==> src/rtl/div_share_ctrl.sv <==
// div_share_ctrl: round-robin controller that shares one iterative divider
// among NREQ requesters.
// Ports:
//   CK, RST                  clock, asynchronous active-high reset
//   req, in1_bus, in2_bus    per-requester request level and packed operands
//   gnt, rsp_valid           one-hot owner and one-hot result pulse
//   quotient, reminder       result data, valid with rsp_valid
//   dbz, err_timeout         divide-by-zero / watchdog flags, valid with rsp_valid
//   busy                     high whenever the controller is not idle
//   div_start, div_in1/2     launch pulse and operands to the divider
//   div_done, div_quo/rem    completion pulse and results from the divider
module div_share_ctrl #(
  parameter int unsigned NREQ    = 4,
  parameter int unsigned W       = 16,
  parameter int unsigned TIMEOUT = 40
) (
  input  logic              CK,
  input  logic              RST,
  input  logic [NREQ-1:0]   req,
  input  logic [NREQ*W-1:0] in1_bus,
  input  logic [NREQ*W-1:0] in2_bus,
  output logic [NREQ-1:0]   gnt,
  output logic [NREQ-1:0]   rsp_valid,
  output logic [W-1:0]      quotient,
  output logic [W-1:0]      reminder,
  output logic              dbz,
  output logic              err_timeout,
  output logic              busy,
  output logic              div_start,
  output logic [W-1:0]      div_in1,
  output logic [W-1:0]      div_in2,
  input  logic              div_done,
  input  logic [W-1:0]      div_quo,
  input  logic [W-1:0]      div_rem
);

  localparam int unsigned IW = (NREQ > 1) ? $clog2(NREQ) : 1;
  localparam int unsigned TW = $clog2(TIMEOUT);

  typedef enum logic [1:0] {S_IDLE, S_ISSUE, S_WAIT, S_RESP} state_t;

  state_t             state_q, state_d;
  logic [IW-1:0]      rr_ptr_q, rr_ptr_d;
  logic [IW-1:0]      win_q, win_d;
  logic [W-1:0]       a_q, a_d, b_q, b_d;
  logic [TW-1:0]      wd_cnt_q, wd_cnt_d;
  logic [NREQ-1:0]    gnt_q, gnt_d, rsp_valid_q, rsp_valid_d;
  logic [W-1:0]       quotient_q, quotient_d, reminder_q, reminder_d;
  logic               dbz_q, dbz_d, err_timeout_q, err_timeout_d;
  logic               busy_q, busy_d, div_start_q, div_start_d;
  logic [W-1:0]       div_in1_q, div_in1_d, div_in2_q, div_in2_d;

  logic               pick_vld;
  logic [IW-1:0]      pick_idx;
  logic [W-1:0]       sel_a, sel_b;

  function automatic logic [NREQ-1:0] onehot(input logic [IW-1:0] ix);
    onehot = '0;
    for (int i = 0; i < int'(NREQ); i++) begin
      if (ix == IW'(i)) onehot[i] = 1'b1;
    end
  endfunction

  // Round-robin pick: first requester at or after rr_ptr, wrapping.
  always_comb begin
    int cand_full;
    logic [IW-1:0] cand;
    pick_vld  = 1'b0;
    pick_idx  = '0;
    cand_full = 0;
    cand      = '0;
    for (int k = 0; k < int'(NREQ); k++) begin
      cand_full = int'(rr_ptr_q) + k;
      if (cand_full >= int'(NREQ)) cand_full = cand_full - int'(NREQ);
      cand = IW'(cand_full);
      if (!pick_vld && req[cand]) begin
        pick_vld = 1'b1;
        pick_idx = cand;
      end
    end
  end

  // Operand mux for the picked requester.
  always_comb begin
    sel_a = '0;
    sel_b = '0;
    for (int i = 0; i < int'(NREQ); i++) begin
      if (pick_idx == IW'(i)) begin
        sel_a = in1_bus[i*W +: W];
        sel_b = in2_bus[i*W +: W];
      end
    end
  end

  // Next-state and registered-output logic. Outputs are computed for the
  // state being entered so they are visible during that state's cycle.
  always_comb begin
    state_d       = state_q;
    rr_ptr_d      = rr_ptr_q;
    win_d         = win_q;
    a_d           = a_q;
    b_d           = b_q;
    wd_cnt_d      = wd_cnt_q;
    gnt_d         = gnt_q;
    rsp_valid_d   = '0;
    quotient_d    = quotient_q;
    reminder_d    = reminder_q;
    dbz_d         = 1'b0;
    err_timeout_d = 1'b0;
    div_start_d   = 1'b0;
    div_in1_d     = div_in1_q;
    div_in2_d     = div_in2_q;

    case (state_q)
      S_IDLE: begin
        if (pick_vld) begin
          win_d   = pick_idx;
          a_d     = sel_a;
          b_d     = sel_b;
          gnt_d   = onehot(pick_idx);
          state_d = S_ISSUE;
          // Launch is pre-registered so div_start is high during ISSUE.
          if (sel_b != '0) begin
            div_start_d = 1'b1;
            div_in1_d   = sel_a;
            div_in2_d   = sel_b;
          end
        end
      end
      S_ISSUE: begin
        if (b_q == '0) begin
          quotient_d  = '1;
          reminder_d  = a_q;
          dbz_d       = 1'b1;
          rsp_valid_d = onehot(win_q);
          state_d     = S_RESP;
        end else begin
          wd_cnt_d = '0;
          state_d  = S_WAIT;
        end
      end
      S_WAIT: begin
        // div_done takes priority over a simultaneous watchdog expiry.
        if (div_done) begin
          quotient_d  = div_quo;
          reminder_d  = div_rem;
          rsp_valid_d = onehot(win_q);
          state_d     = S_RESP;
        end else if (wd_cnt_q == TW'(TIMEOUT - 1)) begin
          quotient_d    = '0;
          reminder_d    = '0;
          err_timeout_d = 1'b1;
          rsp_valid_d   = onehot(win_q);
          state_d       = S_RESP;
        end else begin
          wd_cnt_d = wd_cnt_q + TW'(1);
        end
      end
      S_RESP: begin
        gnt_d    = '0;
        rr_ptr_d = (win_q == IW'(NREQ - 1)) ? '0 : win_q + IW'(1);
        state_d  = S_IDLE;
      end
      default: state_d = S_IDLE;
    endcase

    busy_d = (state_d != S_IDLE);
  end

  // State and output registers.
  always_ff @(posedge CK or posedge RST) begin
    if (RST) begin
      state_q       <= S_IDLE;
      rr_ptr_q      <= '0;
      win_q         <= '0;
      a_q           <= '0;
      b_q           <= '0;
      wd_cnt_q      <= '0;
      gnt_q         <= '0;
      rsp_valid_q   <= '0;
      quotient_q    <= '0;
      reminder_q    <= '0;
      dbz_q         <= 1'b0;
      err_timeout_q <= 1'b0;
      busy_q        <= 1'b0;
      div_start_q   <= 1'b0;
      div_in1_q     <= '0;
      div_in2_q     <= '0;
    end else begin
      state_q       <= state_d;
      rr_ptr_q      <= rr_ptr_d;
      win_q         <= win_d;
      a_q           <= a_d;
      b_q           <= b_d;
      wd_cnt_q      <= wd_cnt_d;
      gnt_q         <= gnt_d;
      rsp_valid_q   <= rsp_valid_d;
      quotient_q    <= quotient_d;
      reminder_q    <= reminder_d;
      dbz_q         <= dbz_d;
      err_timeout_q <= err_timeout_d;
      busy_q        <= busy_d;
      div_start_q   <= div_start_d;
      div_in1_q     <= div_in1_d;
      div_in2_q     <= div_in2_d;
    end
  end

  assign gnt         = gnt_q;
  assign rsp_valid   = rsp_valid_q;
  assign quotient    = quotient_q;
  assign reminder    = reminder_q;
  assign dbz         = dbz_q;
  assign err_timeout = err_timeout_q;
  assign busy        = busy_q;
  assign div_start   = div_start_q;
  assign div_in1     = div_in1_q;
  assign div_in2     = div_in2_q;

endmodule

==> config.mk <==
export PLATFORM = sky130hd
export DESIGN_NAME = div_share_ctrl
export DESIGN_NICKNAME = d
export VERILOG_FILES = /design/src/rtl/div_share_ctrl.sv
export SDC_FILE = /design/constraint.sdc
export NUM_CORES = 1
export LEC_CHECK = 0
export CAP_MARGIN = 20
export CORE_UTILIZATION = 30
export DETAILED_ROUTE_END_ITERATION = 10
export GPL_ROUTABILITY_DRIVEN = 0
export PLACE_DENSITY_LB_ADDON = 0.08
export SLEW_MARGIN = 10
export SYNTH_ARGS = -nofsm -noshare
export SYNTH_HDL_FRONTEND = slang
export SYNTH_SLANG_ARGS = --single-unit
==> constraint.sdc <==
create_clock -name CK -period 3.95 [get_ports CK]
set_clock_uncertainty 0.05 [all_clocks]
set_input_delay 0.79 -clock CK [delete_from_list [all_inputs] [get_ports CK]]
set_output_delay 0.79 -clock CK [all_outputs]
set_load 0.02 [all_outputs]
==> results of run 1 <==
==> final cells by class <==
type / instances / area (µm²) / share of cell area, %
well taps: 270 / 338 / 3.50
clock inverters: 13 / 146 / 1.52
multi-input cells: 526 / 2880 / 29.8
inverters: 38 / 146 / 1.52
clock buffers: 19 / 453 / 4.70
flip-flops and latches: 120 / 3000 / 31.2
repair buffers: 266 / 2680 / 27.8
==> flip-flops by register name, indices dropped and copies added, names as in the netlist, 4 cells and up <==
name	cells
div_in2	16
rsp_valid	4
a_q	16
wd_cnt_q	6
quotient	16
div_in1	16
gnt	4
reminder	16
b_q	16
==> metal layers <==
metal / up-vias / routed length [µm] / track usage [%]
li1: 2938 / - / -
met1: 2692 / 9600 / 26.2
met2: 166 / 8510 / 27.8
met3: 15 / 1040 / 4.23
met4: 0 / 218 / 5.74
met5: - / 0 / 0
==> path summary, 6_finish.rpt <==
check,from,endpoint,slack [ns],depth (start not counted)
max,req[0],div_in2[2]$_DFFE_PP0P_,0.38,11
min,a_q[2]$_DFFE_PP0P_,a_q[2]$_DFFE_PP0P_,0.42,2
max reg2reg,rr_ptr_q[1]$_DFFE_PP0P_,div_in2[2]$_DFFE_PP0P_,0.80,9
min reg2reg,a_q[2]$_DFFE_PP0P_,a_q[2]$_DFFE_PP0P_,0.42,2
max in group asynchronous,RST,b_q[3]$_DFFE_PP0P_,2.33,3
min in group asynchronous,RST,wd_cnt_q[4]$_DFFE_PP0P_,0.82,2
==> report_power, final <==
part,total [mW],switching [mW],internal (mW)
combinational,4.11,2.32,1.79
sequential,2.17,0.346,1.83
clock,1.54,0.577,0.968
==> through the flow <==
stage / util [%] / setup TNS [ns]
3_3_place_gp: 44.5 / 0
6_report: 47.5 / 0
5_1_grt: 47.5 / 0
3_5_place_dp: 44.5 / -0.00546
4_1_cts: 47.5 / 0
2_1_floorplan: - / 0
==> critical path: cells and delay by family <==
| kind | cells | cell delay, ns |
|---|---|---|
| AOI/OAI and AO/OA | 3 | 0.45 |
| buffers and inverters | 3 | 0.91 |
| and+or+nand+nor | 5 | 1.67 |
==> synth_stat cells (2+ instances only) <==
master / number / area (µm²)
nand2_1: 201 / 754
buf_1: 4 / 15.0
a22o_1: 9 / 78.8
and4_1: 2 / 17.5
a22oi_1: 2 / 15.0
nand2b_1: 8 / 50.1
a21bo_2: 4 / 40.0
a21o_1: 16 / 120
a21boi_0: 4 / 30.0
dfrtp_1: 120 / 3000
nand3_1: 41 / 205
a211oi_1: 4 / 30.0
nor3b_1: 5 / 37.5
a221oi_1: 4 / 35.0
buf_2: 11 / 55.1
buf_6: 2 / 22.5
mux2_2: 3 / 33.8
o21ai_0: 55 / 275
or2_2: 3 / 18.8
a31oi_1: 3 / 18.8
or3_1: 2 / 12.5
clkbuf_1: 32 / 120
and2_1: 7 / 43.8
nor2b_1: 25 / 156
ha_1: 10 / 125
or4_1: 2 / 15.0
nor2_1: 12 / 45.0
inv_1: 38 / 143
a32oi_1: 4 / 35.0
xor2_1: 4 / 35.0
nor4_1: 9 / 56.3
nand4_1: 4 / 25.0
a21oi_1: 53 / 265
mux2i_1: 17 / 170
==> logic make-up after synthesis <==
kind of cell             after synthesis  share of synthesized area (%)
adder cells (fa/ha/maj)               10                           2.01
AO/OA/AOI/OAI                        165                           16.2
multiplexers                          20                           3.28
flip-flops                           120                           48.3
AND/OR/NAND/NOR                      327                           23.9
buffers and inverters                 87                           5.72
XOR/XNOR                               4                          0.564
==> out/results.md, run 1 <==
| Item | Value | Unit |
|---|---|---|
| Status | completed | - |
| Max-slew violation count | 0 | - |
| Initial antenna violation count | 0 | - |
| Maximum fanout encountered on the critical timing path | 12 | - |
| Die area | 21300 | µm² |
| Total Wirelength | 19400 | µm |
| Cell at the root of the clock tree | clkbuf_16 | - |
| CP required | 4.21 | ns |
| Area delta synth->final | 55.1 | % |
| Delay of the slowest cell on the worst path | 0.70 | ns |
| Chain of cells forming the critical path | clkdlybuf4s50_1, nor2b_1, or4b_1, buf_4, nand3_1, a32oi_1, or4_1, nor4_2, a31oi_4, buf_4, o21ai_0 | - |
| Number of fillers in the final layout | 2065 | - |
| Clock-pin slew of the registers on the worst-case setup and hold paths | 0.06 | ns |
| H-Tree Depth | 4 | - |
| Detail-routed via count per cell | 4.64 | - |
| Setup Buffers After CTS | 0 | - |
| Drt pass-1 iters | 4 | - |
| DRC violation count after routing | 0 | - |
| Setup crit end kind | flip-flop | - |
| Number of failing setup endpoints in the final timing report | 0 | - |
| Starting density of the core | 30.6 | % |
| Most frequent standard cell in the layout excluding fill and tap cells | clkdlybuf4s50_1 | - |
| Fraction of final layout cells sized beyond drive strength 1 | 7.54 | % |
| Die X | 146 | µm |
| Post-route insts no fill | 1252 | - |
| Die Height | 146 | µm |
| Most used cell, CP | buf_4 | - |
| Post-route cell area | 9640 | µm² |
| Total gr overflow | 0 | - |
| Largest net degree at the start of global routing | 65 | - |
| RSZ-0062 raised after global routing | false | - |
| Net count of the finished layout | 1146 | - |
| Final hold violations | 0 | - |
| I/O pins | 243 | - |
| Global-route wire length before repair | 30600 | µm |
| Maximum buffer depth of the clock tree | 2 | - |
| TritonCTS clock tree | built | - |
| Overall routing resource usage | 18.5 | % |
| Clock Sinks | 120 | - |
| Total cell area at the placement stage | 9040 | µm² |
| Post-synthesis sequential element count | 120 | - |
| CTS Hold Bufs | 0 | - |
| Mean area per synthesized cell | 8.48 | µm² |
| Critical setup path kind | in2reg | - |
| Min Clock Period, post-route | 3.57 | ns |
| Setup Slack @ Placement | -0.00508 | ns |
| Critical path's slowest cell | or4b_1 | - |
| Count of flip-flops with a built-in enable after synthesis | 0 | - |
| Path category of the worst min-delay check | reg2reg | - |
| Share of the yosys chip area belonging to registers | 48.3 | % |
| Worst hold slack | 0.420 | ns |
| DRT iter0 DRCs | 264 | - |
| Routed WL per cell | 15.5 | µm |
| Share of synthesized registers carrying an async set or reset | 100 | % |
| Timing-limited maximum frequency | 280 | MHz |
| Post-route antenna net violation count | 0 | - |
| Yosys warnings | 0 | - |
| Slew at the pin closest to its max-slew limit | 0.854 | ns |
| PD cells | 812 | nW/µm² |
| Slew HR | 43.1 | % |
| Resized Gates After CTS | 0 | - |
| Maximum VDD drop | 0.330 | mV |
| Syn Nets | 910 | - |
| Most used flip-flop cell after synthesis | dfrtp_1 | - |
| Inst Count DP | 1220 | - |
| Count of buffers from port buffering | 242 | - |
| CTS Buf Count | 17 | - |
| Synthesized netlist cell count | 733 | - |
| Total standard cell area after synthesis | 6210 | µm² |
| Post-layout total power | 7.83 | mW |
| Number of diodes | 0 | - |
| Data arrival time of the critical path | 3.83 | ns |
| Number of standard-cell rows in the floorplan | 52 | - |
| Vias in the first global route | 5685 | - |
| Max-capacitance violation count | 0 | - |
| Highest-count cells in the layout ignoring fill and taps | clkdlybuf4s50_1 (242), nand2_1 (200), dfrtp_1 (120) | - |
| Count of vias placed by the detailed router | 5811 | - |
| Setup slack of the critical path after layout | 0.382 | ns |
| Final HPWL from detailed placement | 14400 | µm |
| Skew-Pair Late Insertion Delay | 0.41 | ns |
| Static power due to leakage | 4.35 | nW |
| Final period util | 90.3 | % |
| Core area | 20300 | µm² |
| Library cells used by synthesis | 47 | - |
| Startpoint type of the worst setup path | input port | - |
(Power assumes the default switching activity.)
==> run 2, diff against run 1 <==
- GPL_ROUTABILITY_DRIVEN: 0 -> unset
- TNS_END_PERCENT: unset -> 5
==> results of run 2 <==
The final DEF is identical to that of run 1; final timing and power are the same.
==> run 3, diff against run 2 <==
- ABC_AREA: unset -> 1
==> run 3 against run 2 <==
Against the previous run: sequential share of layout area increased by 0.26 points; sequential cell count unchanged; total power increased by 11%; critical path depth increased by 8; die area increased by 1.4%; clock power about the same; non-clock buffer count decreased by 10; cell area decreased by 0.82%; wire length increased by 7.4%; critical path type unchanged; largest power group unchanged.
==> out/results.md, run 3 <==
| Item | Value | Unit | vs previous |
|---|---|---|---|
| Status | completed | - |  |
| Area delta synth->final | 51.7 | % |  |
| Largest area contributor in the synthesized netlist | dfrtp_1 | - |  |
| Post-route insts no fill | 1352 | - | +8.0% |
| DRC violation count after routing | 0 | - | unchanged |
| Slew at the pin closest to its max-slew limit | 0.708 | ns | -0.146 ns |
| Fraction of the core area covered by cells at the end of the flow | 46.8 | % | -0.69 points |
| Most used flip-flop cell after synthesis | dfrtp_1 | - |  |
| Max-slew violation count | 0 | - | unchanged |
| Setup Slack @ Placement | 0.0689 | ns | +0.0739 ns |
| Skew-Pair Late Insertion Delay | 0.41 | ns | about the same |
| CP required | 4.25 | ns | +0.04 ns |
| Data arrival time of the critical path | 3.74 | ns | -0.09 ns |
| Routed wl met3 | 1180 | µm | +14% |
| Detail-routed via count per cell | 4.61 | - | -0.77% |
| Number of diodes | 0 | - | unchanged |
| Routed WL per cell | 15.4 | µm | -0.51% |
| Total standard cell area after synthesis | 6300 | µm² | +1.4% |
| Final period util | 87.2 | % | -3.1 points |
| Highest routing layer actually used | met4 | - |  |
| Fraction of final layout cells sized beyond drive strength 1 | 6.10 | % | -1.4 points |
| Cell at the root of the clock tree | clkbuf_16 | - |  |
| Maximum buffer depth of the clock tree | 2 | - | unchanged |
| Initial antenna violation count | 0 | - | unchanged |
| Yosys warnings | 0 | - | unchanged |
| Routed length on met1 | 9990 | µm | +4.1% |
| Die X | 147 | µm | +0.71% |
| Mean area per synthesized cell | 7.52 | µm² | -11% |
| H-Tree Depth | 4 | - | unchanged |
| RSZ-0062 raised after global routing | false | - |  |
| Critical path's slowest cell | nor2_4 | - |  |
| Syn Nets | 1015 | - | +12% |
| Count of flip-flops with a built-in enable after synthesis | 0 | - | unchanged |
| Cell types occupying the most area after synthesis | dfrtp_1 (48%), nand2_1 (19%), nand3_1 (6.7%) | - |  |
| Number of standard-cell rows in the floorplan | 52 | - | unchanged |
| Setup TNS | 0 | ns | unchanged |
| Overall routing resource usage | 19.8 | % | +1.3 points |
| Total gr overflow | 0 | - | unchanged |
| Setup Buffers After CTS | 0 | - | unchanged |
| Setup crit end kind | flip-flop | - |  |
| Post-synthesis sequential element count | 120 | - | unchanged |
| I/O pins | 243 | - | unchanged |
| Min Clock Period, post-route | 3.44 | ns | -0.123 ns |
| Library cells used by synthesis | 35 | - | -26% |
| Timing-limited maximum frequency | 290 | MHz | +3.6% |
| Final hold violations | 0 | - | unchanged |
| Share of synthesized registers carrying an async set or reset | 100 | % | unchanged |
| Die area | 21600 | µm² | +1.4% |
| Share of Yosys cell area claimed by the top area cell type | 47.6 | % | -0.69 points |
| Post-synth top cells | nand2_1 (314), dfrtp_1 (120), nand3_1 (84) | - |  |
| Net count of the finished layout | 1246 | - | +8.7% |
| Share of the yosys chip area belonging to registers | 47.6 | % | -0.69 points |
| Clock Sinks | 120 | - | unchanged |
| Startpoint type of the worst setup path | input port | - |  |
| Starting density of the core | 30.9 | % | +0.25 points |
| Delay of the slowest cell on the worst path | 0.50 | ns | -0.20 ns |
| Largest net degree at the start of global routing | 60 | - | -7.7% |
| Global-route wire length before repair | 33200 | µm | +8.4% |
| Highest-count cells in the layout ignoring fill and taps | nand2_1 (314), clkdlybuf4s50_1 (242), dfrtp_1 (120) | - |  |
| Slew HR | 52.4 | % | +9.3 points |
| Max-capacitance violation count | 0 | - | unchanged |
| Maximum VDD drop | 0.389 | mV | +18% |
| Most frequent standard cell in the layout excluding fill and tap cells | nand2_1 | - |  |
| Synthesized netlist cell count | 838 | - | +14% |
| Count of vias placed by the detailed router | 6227 | - | +7.2% |
| Maximum fanout encountered on the critical timing path | 33 | - | +21 |
| CTS Hold Bufs | 0 | - | unchanged |
| Routability congestion estimate from global placement | 0.855 | - |  |
| Most numerous cell in the Yosys netlist | nand2_1 | - |  |
| Core area | 20400 | µm² | +0.64% |
| TritonCTS clock tree | built | - |  |
| Resized Gates After CTS | 0 | - | unchanged |
| Chain of cells forming the critical path | clkdlybuf4s50_1, inv_1, nand2_1, nand2_1, nand2_1, nand2_1, nand3_1, nor2_2, nor2_4, nor2_4, nand2_1, nand4_1, nor2_1, nand2_1, nor2_2, nand2_4, nand2_4, nand2_1, nand2_1 | - |  |
| CTS Buf Count | 17 | - | unchanged |
| Path category of the worst min-delay check | reg2reg | - |  |
| Critical setup path kind | in2reg | - |  |
| DRT iter0 DRCs | 327 | - | +24% |
| Drt pass-1 iters | 4 | - | unchanged |
| Total cell area at the placement stage | 8980 | µm² | -0.69% |
| Count of buffers from port buffering | 242 | - | unchanged |
| Setup slack of the critical path after layout | 0.505 | ns | +0.123 ns |
| Post-route antenna net violation count | 0 | - | unchanged |
| Static power due to leakage | 4.43 | nW | +1.9% |
| Number of failing setup endpoints in the final timing report | 0 | - | unchanged |
| Most used cell, CP | nand2_1 | - |  |
| Clock-pin slew of the registers on the worst-case setup and hold paths | 0.06 | ns | about the same |
| Routed wire length on met2 | 9420 | µm | +11% |
| Inst Count DP | 1320 | - | +8.2% |
| Die Height | 147 | µm | +0.71% |
| Post-route cell area | 9560 | µm² | -0.82% |
| Final HPWL from detailed placement | 15600 | µm | +7.7% |
| PD cells | 907 | nW/µm² | +12% |
| Vias in the first global route | 5941 | - | +4.5% |
| Total Wirelength | 20800 | µm | +7.4% |
-- run 3: path summary, 6_finish.rpt --
| path | start | end | slack (ns) | cells past startpoint |
|---|---|---|---|---|
| worst min-delay path | div_in1[7]$_DFFE_PP0P_ | div_in1[7]$_DFFE_PP0P_ | 0.42 | 2 |
| min in group asynchronous | RST | wd_cnt_q[4]$_DFFE_PP0P_ | 0.79 | 2 |
| worst min register to register | div_in1[7]$_DFFE_PP0P_ | div_in1[7]$_DFFE_PP0P_ | 0.42 | 2 |
| worst max register to register | rr_ptr_q[0]$_DFFE_PP0P_ | div_in1[5]$_DFFE_PP0P_ | 0.60 | 18 |
| worst max-delay path | req[1] | div_in1[5]$_DFFE_PP0P_ | 0.51 | 19 |
| max in group asynchronous | RST | div_in2[0]$_DFFE_PP0P_ | 2.20 | 3 |
-- run 3: cells by family (layout without fill, tap and decap cells) --
group                      after synthesis  count (layout)  share of synthesized area [%]
AOI/OAI and AO/OA                      105             105                           8.75
DFF                                    120             120                           47.6
and+or+nand+nor                        482             482                           33.5
adders and majority gates               10              10                           1.98
buffers and inverters                  121             365                           8.16
-- run 3: area by class of cell --
cell class / instances / area, µm²
timing repair buffer: 256 / 2550
inverter: 77 / 293
multi-input combinational: 597 / 2790
tap: 270 / 338
clock buffer: 18 / 429
clock inverter: 14 / 154
fill: 2097 / 10900
sequential: 120 / 3000
-- run 3: worst max-delay path, delay by kind of cell --
family	cells	cell delay, ns
buf+inv	2	0.54
simple gates	17	2.38
-- run 3: per-layer routing --
layer,up-vias,global-route usage [%]
met4,0,4.54
met1,2856,27.7
met3,14,5.03
li1,3172,-
met5,-,0
met2,185,30.5
-- run 3: where the power goes --
group	switching [mW]	internal (mW)	leakage [nW]	total, mW
sequential	0.277	1.81	1.50	2.09
combinational	3.27	1.81	2.66	5.07
clock	0.579	0.930	0.264	1.51
total	4.12	4.54	4.43	8.67
-- run 3: per-stage QoR --
step | power, mW | hold WS [ns]
2_1_floorplan | 5.38 | 0.418
3_3_place_gp | 7.20 | 0.402
3_5_place_dp | 7.22 | 0.412
4_1_cts | 8.78 | 0.425
5_1_grt | 9.47 | 0.447
6_report | 8.67 | 0.423
